### src/rtl/mac_pkg.sv
// Shared types and helpers for the NxN systolic MAC tile.
// Holds the control FSM encoding, a constant-width log2 helper and the result
// rounding/saturation function used on every accumulator before it leaves the tile.
package mac_pkg;

    typedef enum logic [1:0] {
        IDLE   = 2'd0,
        STREAM = 2'd1,
        DRAIN  = 2'd2,
        OUT    = 2'd3
    } state_t;

    // Ceiling log2, intended for elaboration-time counter sizing.
    function automatic int clog2(input int value);
        int r;
        r = 0;
        for (int i = 0; i < 31; i++) begin
            if ((1 << i) < value) begin
                r = i + 1;
            end
        end
        return r;
    endfunction

    // Round half up at bit 'frac', then clamp (saturate=1) or keep the raw value.
    // Returns {ovf, result}; result is sign-extended to 64 bits, caller keeps the low 'width' bits.
    function automatic logic [64:0] round_sat(input logic signed [63:0] acc,
                                              input int                 frac,
                                              input int                 width,
                                              input logic               saturate);
        logic signed [63:0] rnd;
        logic signed [63:0] r;
        logic signed [63:0] hi;
        logic signed [63:0] lo;
        logic signed [63:0] res;
        logic               ovf;
        rnd = (frac > 0) ? (64'sd1 <<< (frac - 1)) : 64'sd0;
        r   = (acc + rnd) >>> frac;
        hi  = (64'sd1 <<< (width - 1)) - 64'sd1;
        lo  = -(64'sd1 <<< (width - 1));
        ovf = (r > hi) || (r < lo);
        if (saturate && (r > hi)) begin
            res = hi;
        end else if (saturate && (r < lo)) begin
            res = lo;
        end else begin
            res = r;
        end
        return {ovf, res};
    endfunction

endpackage

### src/rtl/mac_pe.sv
// Single processing element: multiply the incoming a/b pair and accumulate.
// Latency: a/b forwarded east/south one advance-step later; acc updated on the same step.
// Backpressure: state only moves when adv_i is high; clr_i wipes the accumulator.
module mac_pe
    import mac_pkg::*;
#(
    parameter int WIDTH     = 16,
    parameter int ACC_WIDTH = 40
) (
    input  logic                        clk,
    input  logic                        rst,
    input  logic                        adv_i,
    input  logic                        clr_i,
    input  logic signed [WIDTH-1:0]     a_i,
    input  logic signed [WIDTH-1:0]     b_i,
    output logic signed [WIDTH-1:0]     a_o,
    output logic signed [WIDTH-1:0]     b_o,
    output logic signed [ACC_WIDTH-1:0] acc_o
);

    logic signed [WIDTH-1:0]     a_q;
    logic signed [WIDTH-1:0]     b_q;
    logic signed [ACC_WIDTH-1:0] acc_q;
    logic signed [2*WIDTH-1:0]   prod;
    logic signed [ACC_WIDTH-1:0] prod_ext;

    // Full-precision signed product, sign-extended into the accumulator width.
    assign prod     = a_i * b_i;
    assign prod_ext = ACC_WIDTH'(prod);

    // Pipe registers pass operands on; accumulator wraps at ACC_WIDTH, clear wins.
    always_ff @(posedge clk or posedge rst) begin
        if (rst) begin
            a_q   <= '0;
            b_q   <= '0;
            acc_q <= '0;
        end else begin
            if (adv_i) begin
                a_q <= a_i;
                b_q <= b_i;
            end
            if (clr_i) begin
                acc_q <= '0;
            end else if (adv_i) begin
                acc_q <= acc_q + prod_ext;
            end
        end
    end

    assign a_o   = a_q;
    assign b_o   = b_q;
    assign acc_o = acc_q;

endmodule

### src/rtl/mac_nxn.sv
// Output-stationary NxN systolic MAC tile computing C = A(NxK) * B(KxN).
// Latency: out_valid rises 2*N cycles after the edge accepting the last beat.
// Backpressure: in_ready only in IDLE/STREAM; result held in OUT until out_ready.
module mac_nxn
    import mac_pkg::*;
#(
    parameter int WIDTH           = 16,
    parameter int FRAC_WIDTH      = 8,
    parameter int BLOCK_SIZE      = 2,
    parameter int INNER_DIMENSION = 64,
    parameter int ACC_WIDTH       = 40,
    parameter int SATURATE        = 1
) (
    input  logic                                   clk,
    input  logic                                   rst,
    input  logic                                   in_valid,
    output logic                                   in_ready,
    input  logic [BLOCK_SIZE*WIDTH-1:0]            in_west,
    input  logic [BLOCK_SIZE*WIDTH-1:0]            in_north,
    input  logic                                   acc_keep,
    output logic                                   out_valid,
    input  logic                                   out_ready,
    output logic [BLOCK_SIZE*BLOCK_SIZE*WIDTH-1:0] out,
    output logic                                   overflow,
    output logic                                   busy
);

    localparam int N  = BLOCK_SIZE;
    localparam int K  = INNER_DIMENSION;
    localparam int BW = clog2(K + 1);
    localparam int DW = clog2(2 * N);

    state_t                      state_q, state_d;
    logic [BW-1:0]               beat_cnt_q;
    logic [DW-1:0]               drain_cnt_q;
    logic [N*N*WIDTH-1:0]        out_q, res_d;
    logic                        ovf_q, ovf_d;
    logic                        accept, adv, last_beat, drain_done, clr;

    logic signed [WIDTH-1:0]     west_sk  [N];
    logic signed [WIDTH-1:0]     north_sk [N];
    logic signed [WIDTH-1:0]     a_pass   [N][N];
    logic signed [WIDTH-1:0]     b_pass   [N][N];
    logic signed [ACC_WIDTH-1:0] acc_w    [N*N];

    assign accept     = in_valid && in_ready;
    assign adv        = accept || (state_q == DRAIN);
    assign last_beat  = accept && (beat_cnt_q == BW'(K - 1));
    assign drain_done = (state_q == DRAIN) && (drain_cnt_q == DW'(2 * N - 1));
    assign clr        = out_valid && out_ready && !acc_keep;

    // State register.
    always_ff @(posedge clk or posedge rst) begin
        if (rst) begin
            state_q <= IDLE;
        end else begin
            state_q <= state_d;
        end
    end

    // Next-state: stream K beats, flush the array, then hold the result.
    always_comb begin
        state_d = state_q;
        case (state_q)
            IDLE:    if (accept) state_d = last_beat ? DRAIN : STREAM;
            STREAM:  if (last_beat) state_d = DRAIN;
            DRAIN:   if (drain_done) state_d = OUT;
            OUT:     if (out_ready) state_d = IDLE;
            default: state_d = IDLE;
        endcase
    end

    // Handshake and status outputs; in_ready is forced low while reset is asserted.
    always_comb begin
        in_ready  = !rst && ((state_q == IDLE) ||
                             ((state_q == STREAM) && (beat_cnt_q < BW'(K))));
        out_valid = (state_q == OUT);
        busy      = (state_q != IDLE);
    end

    // Beat counter wraps after the last beat; drain counter only runs in DRAIN.
    always_ff @(posedge clk or posedge rst) begin
        if (rst) begin
            beat_cnt_q  <= '0;
            drain_cnt_q <= '0;
        end else begin
            if (accept) begin
                beat_cnt_q <= last_beat ? '0 : beat_cnt_q + 1'b1;
            end
            if (state_q == DRAIN) begin
                drain_cnt_q <= drain_done ? '0 : drain_cnt_q + 1'b1;
            end else begin
                drain_cnt_q <= '0;
            end
        end
    end

    // Input skew: lane l is delayed l advance-steps so operands meet on the diagonal.
    for (genvar l = 0; l < N; l++) begin : g_skew
        logic signed [WIDTH-1:0] w_in, n_in;
        assign w_in = (state_q == DRAIN) ? '0 : in_west[l*WIDTH +: WIDTH];
        assign n_in = (state_q == DRAIN) ? '0 : in_north[l*WIDTH +: WIDTH];
        if (l == 0) begin : g_direct
            assign west_sk[l]  = w_in;
            assign north_sk[l] = n_in;
        end else begin : g_delay
            logic signed [WIDTH-1:0] w_sr_q [l];
            logic signed [WIDTH-1:0] n_sr_q [l];
            // Shift only on an array advance so bubbles freeze the skew.
            always_ff @(posedge clk or posedge rst) begin
                if (rst) begin
                    for (int s = 0; s < l; s++) begin
                        w_sr_q[s] <= '0;
                        n_sr_q[s] <= '0;
                    end
                end else if (adv) begin
                    w_sr_q[0] <= w_in;
                    n_sr_q[0] <= n_in;
                    for (int s = 1; s < l; s++) begin
                        w_sr_q[s] <= w_sr_q[s-1];
                        n_sr_q[s] <= n_sr_q[s-1];
                    end
                end
            end
            assign west_sk[l]  = w_sr_q[l-1];
            assign north_sk[l] = n_sr_q[l-1];
        end
    end

    // PE grid: a flows east along a row, b flows south along a column.
    for (genvar i = 0; i < N; i++) begin : g_row
        for (genvar j = 0; j < N; j++) begin : g_col
            logic signed [WIDTH-1:0] a_in, b_in;
            if (j == 0) begin : g_aw
                assign a_in = west_sk[i];
            end else begin : g_ap
                assign a_in = a_pass[i][j-1];
            end
            if (i == 0) begin : g_bn
                assign b_in = north_sk[j];
            end else begin : g_bp
                assign b_in = b_pass[i-1][j];
            end
            mac_pe #(
                .WIDTH     (WIDTH),
                .ACC_WIDTH (ACC_WIDTH)
            ) u_pe (
                .clk   (clk),
                .rst   (rst),
                .adv_i (adv),
                .clr_i (clr),
                .a_i   (a_in),
                .b_i   (b_in),
                .a_o   (a_pass[i][j]),
                .b_o   (b_pass[i][j]),
                .acc_o (acc_w[i*N+j])
            );
        end
    end

    // Round/saturate every accumulator; overflow is the OR across elements.
    always_comb begin
        res_d = '0;
        ovf_d = 1'b0;
        for (int e = 0; e < N*N; e++) begin
            logic [64:0] rs;
            rs = round_sat(64'(acc_w[e]), FRAC_WIDTH, WIDTH, SATURATE != 0);
            res_d[e*WIDTH +: WIDTH] = rs[WIDTH-1:0];
            ovf_d = ovf_d | rs[64];
        end
    end

    // Result bank loads once on DRAIN -> OUT and is otherwise held.
    always_ff @(posedge clk or posedge rst) begin
        if (rst) begin
            out_q <= '0;
            ovf_q <= 1'b0;
        end else if (drain_done) begin
            out_q <= res_d;
            ovf_q <= ovf_d;
        end
    end

    assign out      = out_q;
    assign overflow = ovf_q;

endmodule

### config.mk
export PLATFORM = sky130hd
export DESIGN_NAME = mac_nxn
export DESIGN_NICKNAME = d
export VERILOG_FILES = /design/src/rtl/mac_pkg.sv /design/src/rtl/mac_pe.sv /design/src/rtl/mac_nxn.sv
export SDC_FILE = /design/constraint.sdc
export NUM_CORES = 2
export LEC_CHECK = 0
export ABC_AREA = 1
export CORE_ASPECT_RATIO = 0.75
export CORE_MARGIN = 2
export CORE_UTILIZATION = 30
export CTS_BUF_LIST = sky130_fd_sc_hd__clkbuf_8
export CTS_CLUSTER_SIZE = 30
export DETAILED_ROUTE_END_ITERATION = 8
export SYNTH_ARGS = -nofsm -noshare
export SYNTH_HDL_FRONTEND = slang
export SYNTH_SLANG_ARGS = --single-unit
### constraint.sdc
create_clock -name clk -period 17.5 [get_ports clk]
set_clock_uncertainty 0.05 [all_clocks]
set_input_delay 2.625 -clock clk [delete_from_list [all_inputs] [get_ports clk]]
set_output_delay 2.625 -clock clk [all_outputs]
set_load 0.05 [all_outputs]
After elaboration in Yosys (flattened, before gate mapping)
Index checks and enable logic that the tools add are counted.
{ "totals": {"register_bits": 332, "in_bits": 69, "output_inout_bits": 68, "elab_cells": 98} }
{ "classes": {"addsub": 10, "n_mul": 4, "n_lt_le_gt_ge": 9, "eq_ne": 9, "mux": 29, "n_bitwise": 3, "reduce_logical": 19} }
{ "ops": {"columns": ["cell", "n"], "rows": [
  ["2-to-1 mux 40 bit", 8],
  ["2-to-1 mux 16 bit", 12],
  ["adder 40 x 9 -> 41 bit, second input constant", 4],
  ["adder 40 x 32 -> 40 bit", 4],
  ["greater-than comparator 33 x 16 -> 1 bit, second input constant", 4],
  ["< comparator 33 x 16 -> 1 bit, second input constant", 4],
  ["multiplier 16 x 16 -> 32 bit", 4],
  ["2-to-1 mux 2 bit", 7],
  ["case mux 2 bit (4 select lines)", 1],
  ["adder 7 x 1 -> 7 bit, second input constant", 1],
  ["equality test 7 x 6 -> 1 bit, second input constant", 1],
  ["logical AND 1 bit", 7],
  ["< comparator 7 bit, second input constant", 1],
  ["2-to-1 mux 7 bit", 1],
  ["equality test 2 bit, second input constant", 3],
  ["logical OR 1 bit", 6],
  ["!= test 2 bit, second input constant", 3],
  ["AND reduction 4 bit", 1],
  ["nonzero test 2 bit", 2],
  ["bitwise OR 1 bit", 3],
  ["adder 2 x 1 -> 2 bit, second input constant", 1],
  ["equality test 2 x 1 -> 1 bit, second input constant", 1],
  ["zero test 1 bit", 2],
  ["zero test 2 bit", 1],
  ["!= test 2 x 1 -> 1 bit, second input constant", 1]
]} }

Depth between registers and ports, before layout
{ "logic_depth": {"word_depth": 9, "mapped_depth": 36, "depth_no_buf": 33} }

Modules after synthesis
Synthesis repeated with hierarchy kept, for this count alone.
{ "unflattened": {"cells_unflattened": 10085, "hier_area_um2": 75098.3} }
{ "modules_own_cells": {"columns": ["module", "instances", "cells_each", "area_per_inst_um2", "seq_area_each_um2"], "rows": [
  ["mac_pe at g_row[1].g_col[1].u_pe", 1, 2118, 16498.3, 1801.7],
  ["mac_pe at g_row[0].g_col[1].u_pe", 1, 2124, 16389.5, 1801.7],
  ["mac_pe at g_row[0].g_col[0].u_pe", 1, 2125, 16356.9, 1801.7],
  ["mac_pe at g_row[1].g_col[0].u_pe", 1, 2124, 16334.4, 1801.7],
  ["mac_nxn", 1, 1594, 9519.1, 2702.6]
]} }

Worst setup path after synthesis
OpenSTA, ideal clock, no wires.
{ "synth_timing": {"kind": "input to output", "start": "input rst", "end": "output in_ready", "arrival_ns": 10.362, "t_required_ns": 14.825, "path_slack_ns": 4.463, "stages": 3, "n_path_buf": 0, "path_cell_list": "inv_1 > nand2_1 > inv_2"} }
{ "synth_via": {"elab_chain_cells": 2} }
{ "synth_lines": {"columns": ["item", "line", "rtl"], "rows": [
  ["start: declaration", "mac_nxn.sv:15", "input logic rst,"],
  ["zero test 1 bit (no line)", null, null],
  ["logical AND 1 bit", "mac_nxn.sv:75", "in_ready = !rst && ((state_q == IDLE) ||"],
  ["end: declaration", "mac_nxn.sv:17", "output logic in_ready,"]
]} }
No other way between the ends.

Worst setup path after layout
{ "layout_timing": {"start": "input in_north[4]", "end": "register g_row[0].g_col[0].u_pe.acc_q[38]"} }
{ "layout_via": {"elab_chain_cells": 5} }
{ "layout_lines": {"columns": ["item", "line", "rtl"], "rows": [
  ["start: declaration", "mac_nxn.sv:19", "input logic [BLOCK_SIZE*WIDTH-1:0] in_north,"],
  ["2-to-1 mux 16 bit", "mac_nxn.sv:102", "assign n_in = (state_q == DRAIN) ? '0 : in_north[l*WIDTH +: WIDTH];"],
  ["multiplier 16 x 16 -> 32 bit", "mac_pe.sv:28", "assign prod = a_i * b_i;"],
  ["adder 40 x 32 -> 40 bit", "mac_pe.sv:45", "acc_q <= acc_q + prod_ext;"],
  ["2-to-1 mux 40 bit", "mac_pe.sv:44", "end else if (adv_i) begin"],
  ["2-to-1 mux 40 bit", "mac_pe.sv:42", "if (clr_i) begin"],
  ["end signal: assignment", "mac_pe.sv:45", null],
  ["end: declaration", "mac_pe.sv:23", "logic signed [ACC_WIDTH-1:0] acc_q;"]
]} }
No other way between the ends. The select of a mux whose other input is x is not followed.
A chain may end at the register's enable or synchronous reset.

==> reports/qor.yml <==
logic_synthesis:
  seq_area_frac_synth_pct: 12.16
  ys_top_cells_by_area: "fa_1 39%, inv_1 13%, dfrtp_1 12%"
  syn_inst: 8745
  synth_xor_xnor_area_share_pct: 1.128
  synth_edf_count: 0
  ys.flop_type: "dfrtp_1"
  yosysTopAreaCell: "fa_1"
  syn_nets: 10605
  synth_compound_area_share_pct: 6.838
  synthMuxAreaShare_pct: 0
  avgSynthCellArea_sq_um: 7.811
  yosysWarningCount: 0
  synthArstFlopShare_pct: 100.0
  yosysTopAreaCellShare_pct: 38.69
  yosys.area_share.simple_pct: 18.09
  syn_area_sq_um: 68300
  synth_top_family_by_area: "adder cells"
  yosys.cell_types.count: 52
  synth-seq-cells: 332
  synthAdderAreaFrac_pct: 47.32
clock_network:
  cts_tree: "built"
  cts_max_path_buffers: 3
  htreeDepth: 3
  post_cts_buffers: 0
  cts_resized: 0
  cts_hold_buffers: 0
  clkTransAtPathRegs_ns: 0.06
  cts_buffers: 74
  clock-sinks: 332
  clkLatencyLatePin_ns: 0.84
  cts_root_buf: "clkbuf_8"
floorplan:
  core_sq_um: 226200
  die_h_um: 417.2
  std_cell_rows: 151
  fp.dieW_um: 555.0
  start_util_pct: 30.20
  pin_count: 137
  dieArea_sq_um: 231600
layout:
  fillers: 23892
  area_delta_synth_final_pct: 8.600
  drive_gt1_share_pct: 3.040
  postLayoutCoreUtil_pct: 32.80
  num-nets-final: 10558
hold_path:
  hold_depth: 1
  hp-start: "drain_cnt_q[0]"
  hp-class: "reg2reg"
  hold_path_end: "drain_cnt_q[0]"
grt:
  grt_max_degree: 83
  antenna_found_initial: 7
  grt_pass1_vias: 59496
  grt_pass1_wl_um: 348500
  grt-ovfl-total: 0
  grt_use_total_pct: 19.41
detailed_routing:
  ant_nets: 0
  via_per_inst: 4.719
  wl_per_cell_um: 18.63
  dr.pass1.iters: 8
  drt_wl_total_um: 218600
  drt_iter0_drc: 4238
  vias: 55384
  drc: 0
setup_path:
  crit_family: "adder cells"
  critPathMaxStageDelay_ns: 0.78
  crit_fanout: 12
  r2r_start: "state_q[0]"
  critical_path.startpoint_type: "primary input"
  end_kind: "flip-flop"
  critPathBufInv: 7
  cp.arrival_ns: 9.92
  worst-r2r-cell-count: 29
  reg2reg_slack_ns: 8.20
  crit_type: "in2reg"
  cpMaxStageDelayCell: "fa_1"
  r2r-end: "g_row[0].g_col[0].u_pe.acc_o[38]"
  crit_required_ns: 18.05
timing:
  max_freq_mhz: 106.7
  rsz0062_at_grt: "no"
  worst_pin_slew_ns: 1.135
  slew_headroom_pct: 24.36
  setup_ws_ns: 8.124
  hold_viol: 0
  setup-violations-final: 0
  drv_slew: 0
  fin_crit_ns: 9.376
  tns_ns: 0
  min_period_over_period_pct: 53.58
placed_design:
  portBuffers: 136
  place_ws_ns: 7.407
  gp_congestion: 0.9586
  dp_hpwl_um: 184300
status:
  status: "finished, final reports clean"
flow_run:
  drv_cap: 0
[worst max path at each step]
stage,start,endpoint,slack [ns],depth (start not counted)
finish,in_north[4],g_row[0].g_col[0].u_pe.acc_o[38],8.12,25
global route,state_q[0],g_row[0].g_col[0].u_pe.acc_o[38],7.61,29
CTS,in_north[4],g_row[0].g_col[0].u_pe.acc_o[38],8.21,25
detailed placement,in_north[4],g_row[0].g_col[0].u_pe.acc_o[38],7.41,25
global placement,in_north[4],g_row[0].g_col[0].u_pe.acc_o[39],7.47,24
floorplan,rst,in_ready,4.46,3
[synth_stat cells, types with 5 or more instances]
master / number
a21boi_0: 10
a21o_1: 7
a21oi_1: 274
a21oi_2: 20
a221oi_1: 5
a22o_1: 20
a31oi_1: 43
buf_1: 11
buf_2: 5
buf_6: 6
clkbuf_1: 270
dfrtp_1: 332
fa_1: 1320
ha_1: 471
inv_1: 2310
inv_2: 7
nand2_1: 1988
nand2_2: 19
nand3_1: 248
nand3b_1: 5
nand4_1: 28
nor2_1: 675
nor2_2: 22
nor2_4: 10
nor3_1: 59
nor4_1: 7
o211ai_1: 12
o21ai_0: 360
o21bai_1: 35
o22ai_1: 22
o31ai_1: 5
or2_2: 18
xnor2_1: 35
xor2_1: 53
[per-layer routing]
layer  vias to the layer above  track usage [%]  wire [um]
met2                      1878            28.58      90980
li1                      25559                -          -
met1                     27682            27.79     101400
met4                         6            5.029       5863
met3                       259            5.441      20390
met5                         -                0         40
[cell usage in the layout, fill, tap and decap left out, types with 8 or more instances in the layout]
cell type and n:
a21boi_0 10, a21oi_1 274, a21oi_2 20, a22o_1 20, a31oi_1 43, buf_4 35
bufinv_16 8, clkbuf_8 85, clkdlybuf4s50_1 136, clkinv_2 16, dfrtp_1 332, fa_1 1320
ha_1 471, inv_1 2320, nand2_1 1987, nand2_2 20, nand3_1 248, nand4_1 28
nor2_1 673, nor2_2 22, nor2_4 12, nor3_1 58, o211ai_1 12, o21ai_0 360
o21bai_1 35, o22ai_1 22, or2_2 18, xnor2_1 35, xor2_1 53
[metrics by stage]
stage	hold WS (ns)	instances	area, sq um
after floorplan	0.3650	8745	68300
after global placement	0.3766	11605	72520
after detailed placement	0.3877	11605	72520
after CTS	0.3956	11734	74170
after global routing	0.4239	11735	74170
final	0.3962	11736	74180
[area by class of cell]
| type | instances | area, sq um | area share (%) |
|---|---|---|---|
| multi-input combinational | 5798 | 50140 | 67.59 |
| inverter | 2321 | 8725 | 11.76 |
| sequential | 332 | 8308 | 11.20 |
| tap | 2983 | 3732 | 5.032 |
| timing repair buffer | 171 | 1624 | 2.189 |
| clock buffer | 85 | 1170 | 1.577 |
| clock inverter | 44 | 478.0 | 0.6443 |
| antenna | 2 | 5.005 | 0.006747 |
[worst register-to-register path, delay by kind of cell, from the launching register on]
kind,cells,cell delay (ns)
flops,1,0.40
fa+ha+maj,8,3.97
buf+inv,10,2.40
simple gates,8,2.05
compound gates,3,0.28
[flip-flops by register name (all words and copies together), names as in the netlist]
register                cells
state_q                     2
g_row.g_col.a_in           16
g_row.g_col.u_pe.b_o       32
overflow                    1
g_row.g_col.u_pe.acc_o    160
out                        64
drain_cnt_q                 2
beat_cnt_q                  7
g_row.g_col.b_in           16
g_row.g_col.u_pe.a_o       32
[logic make-up (layout without fill, tap and decap cells)]
group,count (synthesis),count (layout)
xor+xnor,88,88
flops,332,332
other cells,0,2
simple gates,3087,3087
compound gates,832,832
buf+inv,2615,2621
fa+ha+maj,1791,1791
Power is not shown: default switching activity piles up to over one toggle a cycle in this logic, so the estimate is an artifact.
